<file path="config.mk">
export PLATFORM = sky130hd
export DESIGN_NAME = seg7_scan_driver
export DESIGN_NICKNAME = d
export VERILOG_FILES = /design/src/rtl/seg7_pkg.sv /design/src/rtl/seg7_hex_decode.sv /design/src/rtl/seg7_scan_driver.sv
export SDC_FILE = /design/constraint.sdc
export NUM_CORES = 1
export LEC_CHECK = 0
export ABC_CLOCK_PERIOD_IN_PS = 4600
export CORE_UTILIZATION = 57
export DETAILED_ROUTE_END_ITERATION = 7
export HOLD_SLACK_MARGIN = 0.05
export PLACE_DENSITY = 0.85
export SLEW_MARGIN = 20
export SYNTH_ARGS = -nofsm -noshare
export SYNTH_HDL_FRONTEND = slang
export SYNTH_SLANG_ARGS = --single-unit
</file>
<file path="constraint.sdc">
create_clock -name clk -period 4.6 [get_ports clk]
set_input_delay 1.38 -clock clk [delete_from_list [all_inputs] [get_ports clk]]
set_output_delay 1.38 -clock clk [all_outputs]
set_load 0.01 [all_outputs]
</file>
<file path="src/rtl/seg7_pkg.sv">
// Shared definitions for seven-segment display logic: segment table,
// all-dark constants and the scan FSM state type.
package seg7_pkg;

    localparam logic [6:0] SEG_OFF = 7'h7F;
    localparam logic [7:0] AN_OFF  = 8'hFF;

    // Active-low a..g patterns; element k is the glyph for hex digit k.
    localparam logic [15:0][6:0] HEX_SEG = {
        7'h38, 7'h30, 7'h42, 7'h31,
        7'h60, 7'h08, 7'h04, 7'h00,
        7'h0F, 7'h20, 7'h24, 7'h4C,
        7'h06, 7'h12, 7'h4F, 7'h01
    };

    typedef enum logic {
        BLANK = 1'b0,
        SHOW  = 1'b1
    } scan_state_t;

    // Index of the most significant nonzero nibble; 0 when the word is zero,
    // so digit 0 always survives leading-zero suppression.
    function automatic logic [2:0] msd_index(input logic [31:0] word);
        logic [2:0] idx;
        idx = 3'd0;
        for (int i = 1; i < 8; i++) begin
            if (word[i*4 +: 4] != 4'h0) begin
                idx = 3'(i);
            end
        end
        return idx;
    endfunction

endpackage

</file>
<file path="src/rtl/seg7_hex_decode.sv">
// Combinational hex nibble to active-low seven-segment pattern.
module seg7_hex_decode
    import seg7_pkg::*;
(
    input  logic [3:0] nibble,
    output logic [6:0] seg
);

    assign seg = HEX_SEG[nibble];

endmodule

</file>
<file path="src/rtl/seg7_scan_driver.sv">
// Time-multiplexed 8-digit common-anode driver with per-digit dead time
// and a once-per-frame snapshot of the displayed word and masks.
module seg7_scan_driver
    import seg7_pkg::*;
#(
    parameter int SCAN_DIV    = 100000,
    parameter int DEAD_CYCLES = 1000
) (
    input  logic        clk,
    input  logic        clr,
    input  logic [31:0] data,
    input  logic [7:0]  dp_mask,
    input  logic [7:0]  blank_mask,
    input  logic        lz_en,
    output logic [6:0]  a2g,
    output logic [7:0]  an,
    output logic        dp,
    output logic        frame_start
);

    localparam int CNT_W = (SCAN_DIV > 1) ? $clog2(SCAN_DIV) : 1;
    localparam logic [CNT_W-1:0] CNT_LAST  = CNT_W'(SCAN_DIV - 1);
    localparam logic [CNT_W-1:0] DEAD_LAST = CNT_W'(DEAD_CYCLES - 1);

    logic [CNT_W-1:0] cnt;
    logic [2:0]       idx;
    scan_state_t      state;
    scan_state_t      state_nx;

    logic [31:0]      data_s;
    logic [7:0]       dp_mask_s;
    logic [7:0]       blank_mask_s;
    logic             lz_en_s;
    logic [2:0]       msd_s;

    logic             phase_last;
    logic             frame_begin;
    logic [7:0][3:0]  nibbles;
    logic [3:0]       cur_nib;
    logic [6:0]       cur_seg;
    logic             suppress;

    logic [7:0]       an_nx;
    logic [6:0]       a2g_nx;
    logic             dp_nx;

    assign phase_last  = (cnt == CNT_LAST);
    assign frame_begin = (cnt == '0) && (idx == 3'd0);
    assign nibbles     = data_s;
    assign cur_nib     = nibbles[idx];

    seg7_hex_decode u_hex_decode (
        .nibble (cur_nib),
        .seg    (cur_seg)
    );

    // Phase counter, digit index and scan state; the first post-reset cycle
    // also sits at digit 0 / count 0, so it takes the opening snapshot.
    always_ff @(posedge clk) begin
        if (clr) begin
            cnt   <= '0;
            idx   <= 3'd0;
            state <= BLANK;
        end else begin
            cnt   <= phase_last ? '0 : cnt + 1'b1;
            state <= state_nx;
            if (phase_last) begin
                idx <= idx + 3'd1;
            end
        end
    end

    always_comb begin
        state_nx = state;
        case (state)
            BLANK:   if (cnt == DEAD_LAST) state_nx = SHOW;
            SHOW:    if (phase_last)       state_nx = BLANK;
            default: state_nx = BLANK;
        endcase
    end

    // Frame snapshot; the leading-digit index is computed once here so the
    // per-digit path only needs a 3-bit compare.
    always_ff @(posedge clk) begin
        if (clr) begin
            data_s       <= 32'h0;
            dp_mask_s    <= 8'h0;
            blank_mask_s <= 8'h0;
            lz_en_s      <= 1'b0;
            msd_s        <= 3'd0;
            frame_start  <= 1'b0;
        end else begin
            frame_start <= frame_begin;
            if (frame_begin) begin
                data_s       <= data;
                dp_mask_s    <= dp_mask;
                blank_mask_s <= blank_mask;
                lz_en_s      <= lz_en;
                msd_s        <= msd_index(data);
            end
        end
    end

    assign suppress = blank_mask_s[idx] || (lz_en_s && (idx > msd_s));

    // A suppressed digit keeps its anode driven so the scan duty stays even;
    // only blank_mask darkens the decimal point.
    always_comb begin
        an_nx  = AN_OFF;
        a2g_nx = SEG_OFF;
        dp_nx  = 1'b1;
        if (state == SHOW) begin
            an_nx  = ~(8'b1 << idx);
            a2g_nx = suppress ? SEG_OFF : cur_seg;
            dp_nx  = blank_mask_s[idx] ? 1'b1 : ~dp_mask_s[idx];
        end
    end

    always_ff @(posedge clk) begin
        if (clr) begin
            an  <= AN_OFF;
            a2g <= SEG_OFF;
            dp  <= 1'b1;
        end else begin
            an  <= an_nx;
            a2g <= a2g_nx;
            dp  <= dp_nx;
        end
    end

endmodule

</file>
==> impl_results.md, run 1 <==
- Final setup violation count: 0
- Netlist cell types: 45
- Core Box Area: ~6800 sq um
- DRC: 0
- Xor and xnor area share after synthesis: under 10%
- Synthesis-stage register bit count: 90
- Detailed Route WL: 9140 um
- Resized cells post-CTS: 0
- Setup bufs post-CTS: 0
- Syn_nets: roughly 530
- Pwr Total: approximately 1.7 mW
- CTS tree: done
- Synth cell count leaders: nand2_1, dfxtp_1, a21oi_1
- Worst-path clk slew: about 80 ps
- P_leak: about 1.9 nW
- CP endpoint kind: register
- Synth top area cells: dfxtp_1, nand2_1, a21oi_1
- Actual slew at the worst max-slew pin: approximately 1000 ps
- Clk sinks: 90
- Worst path top cell family by delay: simple AND/OR/NAND/NOR gates
- Fin nets: 587
- First-pass GRT wire length: roughly 16,000 um
- CP peak stage delay: 850 ps
- DR vias/cell: 5.58
- Post-synthesis mux area share: under 10%
- Tcrit/Tclk final: about two thirds
- Crit path launch type: register
- Hold Path Class: reg2reg
- Routability cong.: 0.869
- Critical-path cell list: inv_1 > ha_1 > nor4b_1 > nand3_1 > or3_1 > buf_4 > nand2_1 > a21oi_1
- Total grt overflow: 0
- Max Root-Sink Buffers: 2
- 1st-iter DRT viols: approximately 250
- Cell Rows: 30
- Initial antenna violation count: 0
- Required @ worst endpoint: slightly below 5000 ps
- Asr flop ratio synth: 0%
- Internal: roughly 1.2 mW
- Final hold violation count: 0
- Largest net degree at the start of global routing: 60
- Pre-antenna DRT Iters: 5
- Simple-gate share of the synthesized area: roughly 22%
- RSZ-0062 raised after global routing: false
- Status: completed
- Number of global-route vias before repair: 3,423
- GRT Util Overall: 26.9%
- Peak Freq: ~330 MHz
- Final Critical Period: between 2000 and 3000 ps
- Area share of fa/ha/maj cells after synthesis: 5.30%
- Net Switching: 0.414 mW
- Logic gate share of total power: 14.2%
- Root buf cell: clkbuf_8
- Synth warn: 0
- CTS buffer count: 9
- CTS Hold Bufs: 0
- Total of max-cap violations: 0
- Critical path data arrival time: 3260 ps
- Die span in x: between 80 and 90 um
- Final setup TNS: 0 ps
- Die outline height: about 86 um
- Clock group share of total power: a little over a third
- Top FF cell, synth: dfxtp_1
- Largest family of logic cells by synthesized area: simple AND/OR/NAND/NOR gates
- PortBufs: 67
- Post-synth EDFFs: 0
- Die area: approximately 7400 sq um
- Starting density of the core: 59.1%
- Buffer and inverter count on the worst path: 2
- Post-Synthesis Cells: about 470
- H-tree level count: 3
- Post-synthesis compound-gate area fraction: about 11%
- Post-synth top area cell: dfxtp_1
- Slowest stage cell, crit path: dfxtp_1
- Antenna viol nets, final: 0
- Filler Cell Count: around 530
- Worst slew margin: roughly 32%
- DP Wirelength: between 6000 and 7000 um
- Clk_lat worst skew: 360 ps
- Seq pwr share: about 51%
- Final Skew: 10.5 ps
- Share of the synthesized area in the top cell type: about 45%
- P&R area growth vs syn: 22.2%
- CP max FO: 30
- Per-cell routed wire length: about 15 um
- Via count: between 3,000 and 4,000
- Top-count cell post-synth: nand2_1
- Register area share after synthesis: between 40% and 50%
- Avg Cell Area, Syn: 8.63 sq um
- Peak supply drop: around 0.23 mV
- Ratio of cells with drive above 1 in the final layout: under 10%
- Switching share of power: between 20% and 30%
- WS Path Type: reg2reg
- Slew Limit Fails: 0
- Area of the mapped netlist: 4020 sq um
- Pwr/cell area: 338 nW/um^2
- Top Ports: 68
- Diodes inserted: 0
==> logic make-up after synthesis <==
kind of cell,Yosys count
AND/OR/NAND/NOR,202
flip-flops,90
AO/OA/AOI/OAI,77
buffers and inverters,43
multiplexers,20
adder cells (fa/ha/maj),17
XOR/XNOR,16
==> metal layers <==
metal / vias up / global-route usage [%] / part of all wire, %
li1: 1687 / - / -
met4: 0 / 10.2 / 1.6
met2: 124 / 45.9 / 50
met3: 16 / 4.33 / 5.5
met5: - / 0 / 0
met1: 1623 / 34.3 / 43
==> cell type report <==
| type | instances | area [sq um] | area share, % |
|---|---|---|---|
| Multi-Input combinational cell | 332 | 2020 | 41.2 |
| Sequential cell | 90 | 1800 | 36.7 |
| Timing Repair Buffer | 72 | 703 | 14.3 |
| Clock buffer | 11 | 141 | 2.88 |
| Tap cell | 96 | 120 | 2.45 |
| Clock inverter | 3 | 65.1 | 1.33 |
| Inverter | 14 | 52.6 | 1.07 |
==> final timing paths <==
path,start,to,slack [ps],cells after the start
setup / recovery,idx[1],dp_mask_s[1],1610,8
hold / removal,data_s[25],data_s[25],450,2
setup reg to reg,idx[1],dp_mask_s[1],1610,8
hold reg to reg,data_s[25],data_s[25],450,2
==> tightest hold or removal path, cell delays in order (launching register included) <==
cell	delay (ps)
dfxtp_1	310
nand2_1	50
a21oi_1	50
==> placed cells by master (no fill, tap or decap), types with 4 or more instances in the layout <==
master / count
clkdlybuf4s50_1: 66
xnor2_1: 8
mux2i_1: 7
xor2_1: 8
nand3_1: 12
nor4_1: 8
o21ai_0: 5
mux4_2: 10
o221ai_1: 4
ha_1: 17
a211oi_1: 6
clkbuf_8: 10
a21oi_1: 52
inv_1: 13
nor3_1: 7
buf_4: 5
nand2_1: 121
nor2_1: 27
dfxtp_1: 90
==> through the flow <==
stage | instances | util (%) | cell area [sq um] | setup WS [ps] | hold WS [ps]
CTS | 618 | 72.2 | 4910 | 1660 | 454
finish | 618 | 72.2 | 4910 | 1610 | 451
global placement | 604 | 69.2 | 4700 | 1530 | 435
detailed placement | 604 | 69.2 | 4700 | 1440 | 442
floorplan | 465 | - | 4020 | 2130 | 428
global route | 618 | 72.2 | 4910 | 1380 | 472
==> power by group through the flow <==
stage	registers, mW	logic [mW]	clock network (mW)
6_report	0.848	0.236	0.575
5_1_grt	0.854	0.262	0.612
4_1_cts	0.847	0.235	0.577
3_5_place_dp	0.865	0.233	0
3_3_place_gp	0.863	0.224	0
2_1_floorplan	0.858	0.150	0
==> flip-flops by register name, indices dropped and copies added, names as in the netlist, 3 cells and up <==
signal        count
data_s           32
cnt              17
an                8
blank_mask_s      8
dp_mask_s         8
a2g               7
idx               3
msd_s             3
Note: power is estimated with default switching activity, not from simulation.
==> run 2: changes to the inputs <==
ABC_CLOCK_PERIOD_IN_PS = 2900   (was 4600)
CORE_UTILIZATION = 53   (was 57)
PLACE_DENSITY = 0.8   (was 0.85)
clock period = 2.9 ns   (was 4.6 ns; I/O delays follow)
==> run 2 against run 1 <==
Against the previous run: setup slack got worse by 1300 ps; count of clock-buffer cells in the layout unchanged; sequential share of layout area decreased by 0.45 points; non-clock buffer count increased by 6; final cell count increased by 1.8%; power increased by 59%; combinational power increased by 58%; via count decreased by 1.1%; sequential power increased by 59%; largest power group unchanged.
==> impl_results.md, run 2 (synthesis gave the netlist of run 1 again) <==
- Setup bufs post-CTS: 0
- First-pass GRT wire length: 14,400 um
- Max reg flops: 32
- Cell Rows: 31
- GR Util met3: 4.89%
- Final setup violation count: 0
- Ratio of cells with drive above 1 in the final layout: around 8.3%
- Initial antenna violation count: 0
- Total grt overflow: 0
- P&R area growth vs syn: 23.8%
- CTS Hold Bufs: 0
- Hold slack final: 452 ps
- Actual slew at the worst max-slew pin: 781 ps
- Worst-path clk slew: around 80 ps
- CP max FO: 12
- Hold Path Class: reg2reg
- Via count: 3,413
- Peak Freq: slightly below 400 MHz
- Top Ports: 68
- Worst reg2reg setup slack: between 300 and 400 ps
- Registers with the most flip-flops: data_s x32, cnt x17
- DR vias/cell: 5.43
- Die span in x: around 89 um
- Final Critical Period: between 2000 and 3000 ps
- Pre-antenna DRT Iters: 6
- Detailed Route WL: ~8800 um
- DP Worst Slack: ~350 ps
- Post-route worst setup slack: roughly 350 ps
- Fin nets: between 500 and 600
- CTS tree: done
- GR Layer Usage met2: 37.8%
- Final Skew: approximately 6.2 ps
- PortBufs: 67
- RSZ-0062 raised after global routing: false
- Clk_lat worst skew: ~350 ps
- Starting density of the core: around 55%
- Total of max-cap violations: 0
- Busiest grt layer: met2
- WS Path Type: reg2reg
- Resized cells post-CTS: 0
- P_leak: between 1.5 and 2 nW
- Clk sinks: 90
- CP endpoint kind: register
- Slew Limit Fails: 0
- Die outline height: 89.0 um
- Most common cell after layout, fill and taps aside: nand2_1
- Per-cell routed wire length: between 10 and 15 um
- Core Box Area: 7290 sq um
- 1st-iter DRT viols: roughly 160
- Routability cong.: ~0.84
- DRC: 0
- Number of global-route vias before repair: around 3,100
- Met1 Use GR: a little under a third
- Largest Register: data_s
- Largest net degree at the start of global routing: 33
- Required @ worst endpoint: between 3000 and 4000 ps
- Pwr/cell area: roughly 530 nW/um^2
- Worst slew margin: about 48%
- Max Root-Sink Buffers: 2
- Root buf cell: clkbuf_8
- Die area: 7930 sq um
- Antenna viol nets, final: 0
- DP Wirelength: ~6400 um
- Commonest non-fill, non-tap cells in the layout: nand2_1, dfxtp_1, clkdlybuf4s50_1
- Final setup TNS: 0 ps
- GRT Util Overall: 23.8%
- Status: completed
- Tcrit/Tclk final: approximately 90%
- Critical path data arrival time: approximately 2800 ps
- Crit path launch type: register
- Diodes inserted: 0
- Final hold violation count: 0
- H-tree level count: 3
- CTS buffer count: 9
- Peak supply drop: between 0.2 and 0.3 mV
==> run 2: report_power, final <==
| part | total (mW) | internal (mW) | switching (mW) |
|---|---|---|---|
| clock | 0.917 | 0.506 | 0.411 |
| sequential | 1.35 | 1.31 | 0.0387 |
| combinational | 0.374 | 0.175 | 0.200 |
==> run 2: critical path: stages (launching register included) <==
cell,delay (ps)
dfxtp_1,740
mux4_2,590
mux2_2,330
inv_1,140
ha_1,270
nor3_1,200
a211oi_1,70
o21ai_0,130
==> run 2: layout make-up <==
type	count	area (sq um)
Multi-Input combinational cell	332	2020
Inverter	14	52.6
Clock inverter	5	77.6
Sequential cell	90	1800
Fill cell	612	2320
Timing Repair Buffer	78	748
Tap cell	99	124
Clock buffer	11	141
==> run 2: path summary, 6_finish.rpt <==
check                     to            start  depth (start not counted)
max                   a2g[3]           idx[0]                          7
min          blank_mask_s[2]  blank_mask_s[2]                          2
max reg2reg           a2g[3]           idx[0]                          7
min reg2reg  blank_mask_s[2]  blank_mask_s[2]                          2
==> run 2: per-layer routing <==
metal	up-vias	wire, um
met5	-	0
met2	107	4220
met4	0	204
met1	1583	3830
li1	1700	-
met3	23	520
==> run 2: stage by stage <==
step	area [sq um]	std cells	util [%]	total power [mW]
after floorplan	4020	465	-	1.60
after detailed placement	4750	613	65.2	1.74
after global routing	4970	629	68.2	2.76
after global placement	4750	613	65.2	1.73
after CTS	4970	629	68.2	2.66
final	4970	629	68.2	2.64
==> run 3: changes to the inputs <==
PLACE_DENSITY = 0.78   (was 0.8)
==> run 3 against run 2 <==
Against the previous run: global-route usage grew 0.31 points; combinational power is essentially flat; sequential share of layout area grew 0.29 points; setup slack lost 23 ps; final cell count shrank 0.32%; non-clock buffer count shrank 1; final area shrank 0.81%; maximum frequency shrank 0.88%; largest power group unchanged.
==> impl_results.md, run 3 (synthesis gave the netlist of run 1 again) <==
- Max Root-Sink Buffers: 2
- CTS tree: done
- Worst reg2reg setup slack: 330 ps
- Slew Limit Fails: 0
- Ratio of cells with drive above 1 in the final layout: under 10%
- Worst-path clk slew: ~80 ps
- PortBufs: 67
- Final setup TNS: 0 ps
- RR Endpoint: a2g[3]
- Final Skew: 7.26 ps
- Final Non-Filler Cells: approximately 630
- Peak supply drop: between 0.2 and 0.3 mV
- Total of max-cap violations: 0
- Pwr Total: around 2.5 mW
- RR Startpoint: idx[0]
- Diodes inserted: 0
- DR vias/cell: between 5 and 6
- First-pass GRT wire length: 14,500 um
- Most common cell after layout, fill and taps aside: nand2_1
- Commonest non-fill, non-tap cells in the layout: nand2_1, dfxtp_1, clkdlybuf4s50_1
- Post-route worst setup slack: approximately 330 ps
- GRT Util Overall: ~24%
- Top Ports: between 60 and 70
- Routability cong.: 0.861
- Final Critical Period: 2570 ps
- DRC: 0
- CP endpoint kind: register
- Final hold violation count: 0
- CTS Hold Bufs: 0
- Die span in x: 89.0 um
- Hold path endpoint: dp_mask_s[6]
- H-tree level count: 3
- Critical path data arrival time: around 2900 ps
- Registers with the most flip-flops: data_s x32, cnt x17
- Largest net degree at the start of global routing: 38
- Pwr/cell area: a little over 500 nW/um^2
- DP Wirelength: 6520 um
- Hold Path Class: reg2reg
- Clk sinks: 90
- Actual slew at the worst max-slew pin: around 700 ps
- DP Worst Slack: around 340 ps
- Setup bufs post-CTS: 0
- Max reg flops: 32
- Die outline height: approximately 90 um
- Core Box Area: around 7300 sq um
- 1st-iter DRT viols: ~120
- Die area: slightly below 8000 sq um
- CTS buffer count: 9
- P&R area growth vs syn: 22.8%
- Status: completed
- Antenna viol nets, final: 0
- Starting density of the core: 55.1%
- RSZ-0062 raised after global routing: false
- Crit path launch type: register
- Placed cells: a little over 600
- R2R cell count: 7
- Pre-antenna DRT Iters: 5
- Cell Rows: 31
- Hold path startpoint: dp_mask_s[6]
- Worst hold path depth: 2
- Via count: 3,421
- Required @ worst endpoint: around 3200 ps
- Number of global-route vias before repair: 3,225
- Final setup violation count: 0
- Per-cell routed wire length: approximately 14 um
- Total grt overflow: 0
- Peak Freq: 389 MHz
- Fin nets: 592
- Clk_lat worst skew: around 350 ps
- Detailed Route WL: ~9000 um
- Worst slew margin: a little over half
- P_leak: between 1.5 and 2 nW
- Tcrit/Tclk final: approximately 90%
- Initial antenna violation count: 0
- CP max FO: 12
- Critical Path Source: idx[0]
- WS Path Type: reg2reg
- Resized cells post-CTS: 0
- Largest Register: data_s
- Root buf cell: clkbuf_8
run 3: cell count changes in the layout (fill, tap and decap cells not counted), sizes merged:
cell    delta
clkinv     -2
bufinv     -1
clkbuf     +2
buf        -1
run 3: critical path: stages (launching register included):
cell and delay (ps):
dfxtp_1 770, mux4_2 600, mux2_2 330, inv_1 140, ha_1 260, nor3_1 200, a211oi_1 70, o21ai_0 130
run 3: cell type report:
class	count	area [sq um]
Fill cell	638	2360
Multi-Input combinational cell	332	2020
Sequential cell	90	1800
Timing Repair Buffer	77	741
Clock buffer	13	149
Tap cell	99	124
Inverter	14	52.6
Clock inverter	2	37.5
run 3: how the worst max path moves through the flow:
stage,to,slack [ps],depth (start not counted)
finish,a2g[3],330,7
global route,msd_s[2],110,7
CTS,a2g[3],320,7
detailed placement,a2g[3],340,7
global placement,msd_s[0],380,6
floorplan,a2g[3],470,9
run 3: power breakdown:
part / switching (mW) / total (mW) / internal (mW)
Combinational: 0.203 / 0.375 / 0.172
Sequential: 0.0391 / 1.35 / 1.31
Clock: 0.405 / 0.824 / 0.419
Total: 0.647 / 2.54 / 1.90
run 3: stage by stage:
| step | util (%) | area [sq um] | hold WS, ps |
|---|---|---|---|
| after CTS | 67.6 | 4930 | 453 |
| after global placement | 65.0 | 4740 | 435 |
| after floorplan | - | 4020 | 428 |
| after global routing | 67.6 | 4930 | 472 |
| after detailed placement | 65.0 | 4740 | 442 |
| final | 67.6 | 4930 | 450 |
run 3: per-layer routing:
metal  global-route usage, %  share of wire (%)  routed length (um)  up-vias
li1                        -                  -                   -     1702
met1                    30.3                 45                4050     1613
met2                    42.2                 49                4440       97
met3                    4.71                5.0                 447        9
met4                    6.93               0.96                  87        0
met5                       0                  0                   0        -
